[src/rtl/mc_controller.sv]
// Multicycle MIPS main controller: Moore FSM sequencing fetch/decode/execute/memory/writeback.
// Optional feature: define MC_ILLEGAL_TRAP_EN to trap illegal opcodes in a HALT state.
module mc_controller (
   input  logic       clk,
   input  logic       reset,
   input  logic [5:0] op,
   input  logic       mem_ready,
   output logic       pcwrite,
   output logic       irwrite,
   output logic       regwrite,
   output logic       memwrite,
   output logic       iord,
   output logic       alusrca,
   output logic       regdst,
   output logic       memtoreg,
   output logic [1:0] alusrcb,
   output logic [1:0] pcsrc,
   output logic [1:0] aluop,
   output logic       branch,
   output logic       bltype,
   output logic       memwidth,
   output logic       illegal,
   output logic [3:0] state
);

   typedef enum logic [3:0] {
      FETCH   = 4'd0,
      DECODE  = 4'd1,
      MEMADR  = 4'd2,
      MEMRD   = 4'd3,
      MEMWB   = 4'd4,
      MEMWR   = 4'd5,
      RTYPEEX = 4'd6,
      RTYPEWB = 4'd7,
      BEQEX   = 4'd8,
      ADDIEX  = 4'd9,
      IMMWB   = 4'd10,
      JEX     = 4'd11,
      BLEEX   = 4'd12,
      LIEX    = 4'd13,
      HALT    = 4'd14
   } state_t;

   localparam logic [5:0] OP_LW    = 6'b100011;
   localparam logic [5:0] OP_SW    = 6'b101011;
   localparam logic [5:0] OP_SB    = 6'b101000;
   localparam logic [5:0] OP_RTYPE = 6'b000000;
   localparam logic [5:0] OP_BEQ   = 6'b000100;
   localparam logic [5:0] OP_BLE   = 6'b011111;
   localparam logic [5:0] OP_ADDI  = 6'b001000;
   localparam logic [5:0] OP_LI    = 6'b010001;
   localparam logic [5:0] OP_J     = 6'b000010;

   state_t cur;

   logic pcwrite_raw;
   logic irwrite_raw;
   logic regwrite_raw;
   logic memwrite_raw;

   always_ff @(posedge clk) begin
      if (reset) begin
         cur <= FETCH;
      end else begin
         case (cur)
            FETCH:   cur <= mem_ready ? DECODE : FETCH;
            DECODE: begin
               case (op)
                  OP_LW, OP_SW, OP_SB: cur <= MEMADR;
                  OP_RTYPE:            cur <= RTYPEEX;
                  OP_BEQ:              cur <= BEQEX;
                  OP_BLE:              cur <= BLEEX;
                  OP_ADDI:             cur <= ADDIEX;
                  OP_LI:               cur <= LIEX;
                  OP_J:                cur <= JEX;
`ifdef MC_ILLEGAL_TRAP_EN
                  default:             cur <= HALT;
`else
                  default:             cur <= FETCH;
`endif
               endcase
            end
            MEMADR:  cur <= (op == OP_LW) ? MEMRD : MEMWR;
            MEMRD:   cur <= mem_ready ? MEMWB : MEMRD;
            MEMWB:   cur <= FETCH;
            MEMWR:   cur <= mem_ready ? FETCH : MEMWR;
            RTYPEEX: cur <= RTYPEWB;
            RTYPEWB: cur <= FETCH;
            BEQEX:   cur <= FETCH;
            BLEEX:   cur <= FETCH;
            ADDIEX:  cur <= IMMWB;
            LIEX:    cur <= IMMWB;
            IMMWB:   cur <= FETCH;
            JEX:     cur <= FETCH;
`ifdef MC_ILLEGAL_TRAP_EN
            HALT:    cur <= HALT;
`else
            HALT:    cur <= FETCH;
`endif
            default: cur <= FETCH;
         endcase
      end
   end

   // Outputs decode straight from the state; only FETCH enables and store width look at inputs.
   always_comb begin
      pcwrite_raw  = 1'b0;
      irwrite_raw  = 1'b0;
      regwrite_raw = 1'b0;
      memwrite_raw = 1'b0;
      iord         = 1'b0;
      alusrca      = 1'b0;
      regdst       = 1'b0;
      memtoreg     = 1'b0;
      alusrcb      = 2'b00;
      pcsrc        = 2'b00;
      aluop        = 2'b00;
      branch       = 1'b0;
      bltype       = 1'b0;
      memwidth     = 1'b1;
      illegal      = 1'b0;
      case (cur)
         FETCH: begin
            alusrcb     = 2'b01;
            irwrite_raw = mem_ready;
            pcwrite_raw = mem_ready;
         end
         DECODE: alusrcb = 2'b11;
         MEMADR: begin
            alusrca = 1'b1;
            alusrcb = 2'b10;
         end
         MEMRD: iord = 1'b1;
         MEMWB: begin
            memtoreg     = 1'b1;
            regwrite_raw = 1'b1;
         end
         MEMWR: begin
            iord         = 1'b1;
            memwrite_raw = 1'b1;
            memwidth     = (op == OP_SW);
         end
         RTYPEEX: begin
            alusrca = 1'b1;
            aluop   = 2'b10;
         end
         RTYPEWB: begin
            regdst       = 1'b1;
            regwrite_raw = 1'b1;
         end
         BEQEX, BLEEX: begin
            alusrca = 1'b1;
            aluop   = 2'b01;
            pcsrc   = 2'b01;
            branch  = 1'b1;
            bltype  = (cur == BLEEX);
         end
         ADDIEX: begin
            alusrca = 1'b1;
            alusrcb = 2'b10;
         end
         LIEX: begin
            alusrca = 1'b1;
            alusrcb = 2'b10;
            aluop   = 2'b11;
         end
         IMMWB: regwrite_raw = 1'b1;
         JEX: begin
            pcsrc       = 2'b10;
            pcwrite_raw = 1'b1;
         end
`ifdef MC_ILLEGAL_TRAP_EN
         HALT: illegal = 1'b1;
`endif
         default: ;
      endcase
   end

   // Reset kills writes in the same cycle so an aborted instruction cannot commit anything.
   assign pcwrite  = pcwrite_raw  & ~reset;
   assign irwrite  = irwrite_raw  & ~reset;
   assign regwrite = regwrite_raw & ~reset;
   assign memwrite = memwrite_raw & ~reset;
   assign state    = cur;

endmodule
[config.mk]
export PLATFORM = sky130hd
export DESIGN_NAME = mc_controller
export DESIGN_NICKNAME = d
export VERILOG_FILES = /design/src/rtl/mc_controller.sv
export SDC_FILE = /design/constraint.sdc
export NUM_CORES = 1
export LEC_CHECK = 0
export BUFFER_PORTS_ARGS = -buffer_cell sky130_fd_sc_hd__buf_2
export CAP_MARGIN = 40
export CORE_MARGIN = 3
export CORE_UTILIZATION = 47
export CTS_CLUSTER_DIAMETER = 100
export DETAILED_ROUTE_END_ITERATION = 6
export PLACE_DENSITY_LB_ADDON = 0.05
export SETUP_SLACK_MARGIN = 0.5
export SYNTH_ARGS = -nofsm -noshare
export SYNTH_HDL_FRONTEND = slang
export SYNTH_SLANG_ARGS = --single-unit
[constraint.sdc]
create_clock -name clk -period 2.3 [get_ports clk]
set_input_delay 0.345 -clock clk [delete_from_list [all_inputs] [get_ports clk]]
set_output_delay 0.345 -clock clk [all_outputs]
set_load 0.01 [all_outputs]
## After elaboration in Yosys (flattened, before gate mapping)

Cells that the tools add are included.

| word-level totals | value |
|---|---|
| register bits | 4 |
| input bits | 9 |
| output and inout bits | 22 |
| word-level logic and storage cells | 56 |

| operators by class | value |
|---|---|
| equality and inequality tests | 21 |
| multiplexer cells | 20 |
| bitwise operators | 5 |
| reduce and logical (&&, ||, !) cells | 9 |

Operators with widths:

| kind | count |
|---|---|
| $pmux W4 S7 | 2 |
| $eq A4 B4 Y1 const B | 6 |
| $eq A6 B6 Y1 const B | 3 |
| $eq A4 B3 Y1 const B | 4 |
| $eq A6 B5 Y1 const B | 2 |
| $pmux W2 S3 | 2 |
| $mux W1 | 11 |
| $mux W3 | 3 |
| $reduce_or A3 Y1 | 3 |
| $eq A4 B2 Y1 const B | 2 |
| $eq A6 B2 Y1 const B | 1 |
| $eq A6 B3 Y1 const B | 1 |
| $eq A6 B4 Y1 const B | 1 |
| $logic_not A6 Y1 | 1 |
| $reduce_or A2 Y1 | 3 |
| $reduce_or A6 Y1 | 1 |
| $and A1 B1 Y1 | 4 |
| $eq A4 B1 Y1 const B | 1 |
| $logic_not A4 Y1 | 1 |
| $pmux W2 S2 | 1 |
| $pmux W1 S2 | 1 |
| $not A1 Y1 | 1 |

## Depth between registers and ports, before layout

Gate-level depths: netlist (run 1).

| logic depth | value |
|---|---|
| depth after elaboration | 4 |
| depth in mapped cells | 6 |

## Worst setup path after synthesis (run 1)

OpenSTA, ideal clock, no wires.

| path | value |
|---|---|
| kind | reg2out |
| start point | reg cur[0] (netlist: state[0]) |
| end point | out pcwrite |
| arrival | 1.211 ns |
| required time | 1.955 ns |
| setup slack | 0.744 ns |
| cell stages (with the launch flop) | 6 |
| path buffers | 1 |
| path through | dfxtp_1 -> buf_2 -> nor2_1 -> nand2_1 -> o21ai_0 -> nor3b_1 |

| on the way | value |
|---|---|
| cells in the longest elaborated chain, start to end | 3 |

Ends and longest elaborated chain:

| item | RTL line | RTL |
|---|---|---|
| start: declaration | 54 | `state_t cur;` |
| start signal: assignment | 66 | `FETCH: cur <= mem_ready ? DECODE : FETCH;` |
| start signal: assignment | 83 | `MEMADR: cur <= (op == OP_LW) ? MEMRD : MEMWR;` |
| start signal: assignment | 84 | `MEMRD: cur <= mem_ready ? MEMWB : MEMRD;` |
| $eq A4 B4 Y1 or $logic_not A4 Y1 (tied branches) | 122 | `case (cur)` |
| $pmux W1 S2 * | 122 |  |
| $and A1 B1 Y1 * | 180 | `assign pcwrite = pcwrite_raw & ~reset;` |
| end: declaration | 8 | `output logic pcwrite,` |

Mark *: on every way between the ends. The rest lies on a longest branch, timed or not.

## Worst setup path after layout (run 1)

| path | value |
|---|---|
| start point | reg cur[3] (netlist: state[3]) |
| end point | out regwrite |

| on the way | value |
|---|---|
| cells in the longest elaborated chain, start to end | 4 |

Ends and longest elaborated chain:

| item | RTL line | RTL |
|---|---|---|
| $eq A4 B4 Y1 or $eq A4 B3 Y1 (tied branches) | 122 |  |
| $reduce_or A3 Y1 (no line) * | - |  |
| $mux W1 * | 122 |  |
| $and A1 B1 Y1 * | 182 | `assign regwrite = regwrite_raw & ~reset;` |
| end: declaration | 10 | `output logic regwrite,` |

Marked as above.

==> impl_metrics.env, run 1 <==
export IMPL_first_pass_iters=4
export IMPL_setup_viol=0
export IMPL_hpwl_mm=1.20
export IMPL_ir_drop_v=0.000139
export IMPL_grt_ovfl_total=0
export IMPL_num_vias=751
export IMPL_leakage_nw=0.334
export IMPL_path_class="reg2out"
export IMPL_antenna_cells=0
export IMPL_cap_violations=0
export IMPL_async_reset_ff_share_pct=0
export IMPL_yosys_top_cells_area="dfxtp_1 13%, a21oi_1 6.5%, nor3_1 6.5%"
export IMPL_rr_startpoint="state[2]"
export IMPL_die_x_um=42.1
export IMPL_numCtsBuffers=3
export IMPL_maxSlewHeadroom_pct=66.3
export IMPL_post_cts_setup_buffers=0
export IMPL_ys_flop_type="dfxtp_1"
export IMPL_final_hold_viol_count=0
export IMPL_status="finished clean"
export IMPL_fin_crit_ps=1700
export IMPL_die_h_um=42.1
export IMPL_fin_ws_ps=596
export IMPL_routed_via_density=5.73
export IMPL_antenna_found_initial=0
export IMPL_final_antenna_net_count=0
export IMPL_whs_ps=361
export IMPL_cts_root_buffer="clkbuf_4"
export IMPL_largest_reg_flops=4
export IMPL_clk_path_buf_depth=2
export IMPL_clkSlewWorstSetupHoldPaths_ps=40
export IMPL_syn_area_um2=613
export IMPL_dp_cells=128
export IMPL_crit_start="state[3]"
export IMPL_worst_slew_pin_slew_ps=498
export IMPL_nets=128
export IMPL_required_ps=1960
export IMPL_fillers=120
export IMPL_synth_edf_count=0
export IMPL_drt_total_wl_mm=1.63
export IMPL_end_kind="output pin"
export IMPL_dpl_cell_area_um2=727
export IMPL_seq_area_um2=95.1
export IMPL_synth_seq_cells=4
export IMPL_grt_max_degree=21
export IMPL_core_area_um2=1170
export IMPL_initial_core_util_pct=52.4
export IMPL_multi_input_comb_area_um2=475
export IMPL_grt_pass1_vias=640
export IMPL_critPathLaunchType="register"
export IMPL_grt_pass1_wl_mm=2.68
export IMPL_rows=12
export IMPL_holdCritStartpoint="reset"
export IMPL_portBuffers=29
export IMPL_final_max_slew_viol_count=0
export IMPL_yosysWarnings=0
export IMPL_power_mw=0.226
export IMPL_fin_cells=131
export IMPL_cts_tree="yes"
export IMPL_syn_inst=93
export IMPL_cellPowerDensity_nw_per_um2=295
export IMPL_fin_worst_skew_ps=4.04
export IMPL_worstSkewPairLatency_ps=240
export IMPL_gp_congestion=0.771
export IMPL_cts_sinks=4
export IMPL_rsz0062_at_grt="false"
export IMPL_area_delta_synth_final_pct=25.1
export IMPL_synth_area_leader_cell="dfxtp_1"
export IMPL_synthTopCellsByCount="9 x nor2_1, 8 x a21oi_1, 8 x nor3_1, 8 x o21ai_0"
export IMPL_post_route_period_util_pct=74.1
export IMPL_crit_fanout=17
export IMPL_syn_mean_instance_area_um2=6.59
export IMPL_clock_fmax_mhz=587
export IMPL_yosysUniqueCellTypes=38
export IMPL_arrival_ps=1360
export IMPL_drtIter0Drc=13
export IMPL_dieArea_um2=1770
export IMPL_pre_cts_slack_ps=584
export IMPL_design_area_um2=767
export IMPL_drive_gt1_share_pct=35.0
export IMPL_min_path_type="in2reg"
export IMPL_final_core_util_pct=65.5
export IMPL_track_usage_pct=18.6
export IMPL_yosysMostFrequentCell="nor2_1"
export IMPL_ioPinCount=31
export IMPL_synth_nets=102
export IMPL_drc_errors=0
export IMPL_yosys_area_top_type_share_pct=13.1
export IMPL_seq_area_frac_synth_pct=13.1
export IMPL_cts_max_level=1
export IMPL_post_drt_wl_per_cell_um=12.4
export IMPL_setup_tns_ps=0
[path summary, 6_finish.rpt]
path	to	slack [ps]	cells after the start
worst min register to register	state[1]	600	2
worst max register to register	state[0]	880	4
worst max-delay path	regwrite	600	5
worst min-delay path	state[3]	360	2
[power by group]
group	leakage [nW]	switching, mW	total (mW)	internal (mW)
logic	0.285	0.0359	0.0612	0.0252
registers	0.0355	0.00687	0.0749	0.0681
clock network	0.0138	0.0318	0.0903	0.0586
[placed cells by master (no fill, tap or decap), drive strengths merged, types with 2 or more instances in the layout]
cell type | Yosys | routed
nor2 | 9 | 9
o21ai | 8 | 8
dfxtp | 4 | 4
inv | 3 | 3
nand2b | 5 | 5
nand3b | 3 | 3
nor4b | 2 | 2
nor2b | 2 | 2
a21o | 2 | 2
nor3 | 9 | 9
or2 | 2 | 2
o2111ai | 2 | 2
o22ai | 3 | 3
nand3 | 3 | 3
buf | 6 | 29
and3 | 2 | 2
a21oi | 8 | 8
clkbuf | 2 | 3
nand2 | 4 | 4
[final cells by class]
cell class	instances	area share, %
clock buffers	3	2.94
inverters	3	1.47
multi-input cells	78	62.0
flip-flops and latches	4	12.4
well taps	14	2.28
repair buffers	29	18.9
[per-layer routing]
metal	track usage, %	routed length, µm	share of wire, %
met4	7.45	18	1.1
met1	24.7	795	49
met5	0	0	0
met2	31.5	729	45
met3	0.429	85	5.2
[cell families after synthesis]
| family | share of synthesized area (%) |
|---|---|
| AOI/OAI and AO/OA | 28.4 |
| buffers and inverters | 9.79 |
| other | 0.612 |
| xor gates and xnor gates | 2.86 |
| DFF | 13.1 |
| and+or+nand+nor | 45.3 |
[worst max-delay path, cell delays in order, from the launching register on]
cell,delay [ps]
dfxtp_4,390
nand2b_1,240
o21ai_0,190
a21oi_1,90
nor2_1,80
buf_2,130
[timing repair]
item	in CTS	in global routing
hold buffers	0	0
setup endpoints to repair	9	4
resized for setup	4	5
Power figures use the tool's default switching activity.
==> run 2: changes to the inputs <==
Settings changed: CORE_UTILIZATION 47 to 40.
Clock period 2.3 ns to 1.37 ns, I/O delays scaled along.
==> run 2 against run 1 <==
  * The flow now finishes with violations (setup timing)
  * Critical endpoint unchanged
  * Critical path depth increased by 1
  * Non-clock buffer count increased by 39
  * Setup slack got worse by 890 ps
  * Via count increased by 42%
  * Critical path type unchanged
  * Clock power increased by 78%
==> impl_metrics.env, run 2 (same netlist as run 1, synthesis figures left out) <==
export IMPL_path_class="reg2out"
export IMPL_fin_worst_skew_ps=2.54
export IMPL_crit_fanout=5
export IMPL_final_common_cell="buf_2"
export IMPL_design_area_um2=1340
export IMPL_leakage_nw=0.605
export IMPL_grt_pass1_vias=879
export IMPL_first_pass_iters=4
export IMPL_cap_violations=0
export IMPL_critPathLaunchType="register"
export IMPL_clock_fmax_mhz=602
export IMPL_die_h_um=45.2
export IMPL_fin_ws_ps=-290
export IMPL_endpoint="regwrite"
export IMPL_combinationalPowerShare_pct=43.6
export IMPL_drive_gt1_share_pct=69.9
export IMPL_ir_drop_v=0.000370
export IMPL_cpPeakStageDelay_ps=360
export IMPL_routed_via_density=6.26
export IMPL_cts_sinks=4
export IMPL_cp_slowest_cell="dfxtp_4"
export IMPL_layout_common_cells="25 x buf_2, 22 x buf_6, 19 x buf_4"
export IMPL_drc_errors=0
export IMPL_p_int_mw=0.314
export IMPL_nets=167
export IMPL_p_clk_share_pct=32.3
export IMPL_netSwitchingFraction_pct=37.1
export IMPL_hpwl_mm=1.54
export IMPL_dpl_cell_area_um2=880
export IMPL_final_max_slew_viol_count=0
export IMPL_grt_pass1_wl_mm=4.00
export IMPL_initial_core_util_pct=44.9
export IMPL_fillers=16
export IMPL_violations="setup timing"
export IMPL_reg2reg_setup_slack_ps=-190
export IMPL_antenna_cells=0
export IMPL_post_route_period_util_pct=121
export IMPL_grt_ovfl_total=0
export IMPL_core_area_um2=1370
export IMPL_rows=13
export IMPL_worstHoldPathCells=2
export IMPL_r2r_cells=5
export IMPL_rr_startpoint="state[2]"
export IMPL_clkSlewWorstSetupHoldPaths_ps=40
export IMPL_ioPinCount=31
export IMPL_gp_congestion=0.857
export IMPL_final_hold_viol_count=0
export IMPL_fin_crit_ps=1660
export IMPL_track_usage_pct=26.0
export IMPL_crit_chain="buf_6 > nand3b_1 > o21ai_1 > a21oi_1 > nor2_1 > buf_2"
export IMPL_post_drt_wl_per_cell_um=21.3
export IMPL_status="complete, but fails checks"
export IMPL_portBuffers=29
export IMPL_required_ps=1160
export IMPL_drt_total_wl_mm=3.65
export IMPL_area_delta_synth_final_pct=119
export IMPL_num_vias=1070
export IMPL_numCtsBuffers=3
export IMPL_power_frac_seq_pct=24.2
export IMPL_grt_max_degree=12
export IMPL_largest_reg_flops=4
export IMPL_cts_root_buffer="clkbuf_4"
export IMPL_cts_tree="yes"
export IMPL_p_sw_mw=0.185
export IMPL_setup_viol=17
export IMPL_rr_endpoint="state[0]"
export IMPL_final_antenna_net_count=0
export IMPL_min_path_type="in2reg"
export IMPL_postCtsHoldBufs=0
export IMPL_crit_start="state[2]"
export IMPL_setup_tns_ps=-2080
export IMPL_cellPowerDensity_nw_per_um2=373
export IMPL_antenna_found_initial=0
export IMPL_die_x_um=45.2
export IMPL_worstSkewPairLatency_ps=240
export IMPL_rsz0062_at_grt="true"
export IMPL_clk_path_buf_depth=2
export IMPL_dieArea_um2=2040
export IMPL_end_kind="output pin"
export IMPL_cts_max_level=1
export IMPL_arrival_ps=1450
export IMPL_drtIter0Drc=70
==> run 2: changes by cell type in the layout (fill, tap and decap cells not counted), sizes merged <==
| cell | before | now |
|---|---|---|
| buf | 29 | 68 |
| clkinvlp | 0 | 2 |
| inv | 3 | 1 |
==> run 2: cell type report <==
class | count | area (µm²) | area share, %
Tap cell | 15 | 18.8 | 1.40
Inverter | 3 | 18.8 | 1.40
Timing Repair Buffer | 68 | 551 | 41.0
Multi-Input combinational cell | 78 | 636 | 47.4
Sequential cell | 4 | 95.1 | 7.09
Clock buffer | 3 | 22.5 | 1.68
==> run 2: what timing repair did <==
action / 4_1_cts / 5_1_grt
buffers inserted: 11 / 12
gates resized for setup: 43 / 25
pin swaps: 15 / 17
endpoints found under the setup margin: 25 / 25
==> run 2: layer usage <==
| metal | up-vias | wire, µm | GRT usage, % |
|---|---|---|---|
| li1 | 470 | - | - |
| met1 | 501 | 1250 | 29.6 |
| met2 | 76 | 1900 | 47.7 |
| met3 | 23 | 299 | 3.19 |
| met4 | 0 | 195 | 11.1 |
| met5 | - | 0 | 0 |
==> run 2: metrics by stage <==
stage	hold slack [ps]	setup slack [ps]	power [mW]	utilization, %	instances
global route	290	-369	0.511	98.2	171
CTS	255	-101	0.431	83.2	159
floorplan	277	55.5	0.205	-	93
finish	262	-290	0.500	98.2	171
global placement	482	-8.00	0.256	64.4	145
detailed placement	481	0.924	0.258	64.4	145
==> run 2: how the worst min path moves through the flow <==
stage,start,end,slack (ps)
5_1_grt,reset,state[3],290
3_5_place_dp,reset,state[3],480
4_1_cts,reset,state[3],250
6_report,reset,state[3],260
3_3_place_gp,reset,state[3],480
2_1_floorplan,reset,state[3],280
==> run 2: power by group through the flow <==
stage | registers, mW | logic, mW | clock network [mW]
2_1_floorplan | 0.127 | 0.0778 | 0
3_3_place_gp | 0.127 | 0.129 | 0
3_5_place_dp | 0.128 | 0.130 | 0
4_1_cts | 0.120 | 0.166 | 0.144
5_1_grt | 0.122 | 0.226 | 0.164
6_report | 0.121 | 0.218 | 0.161
==> run 2: worst max-delay path, delay by kind of cell (launching register included) <==
kind	cells	cell delay, ps
flip-flops	1	360
AO/OA/AOI/OAI	2	300
AND/OR/NAND/NOR	2	290
buffers and inverters	2	260
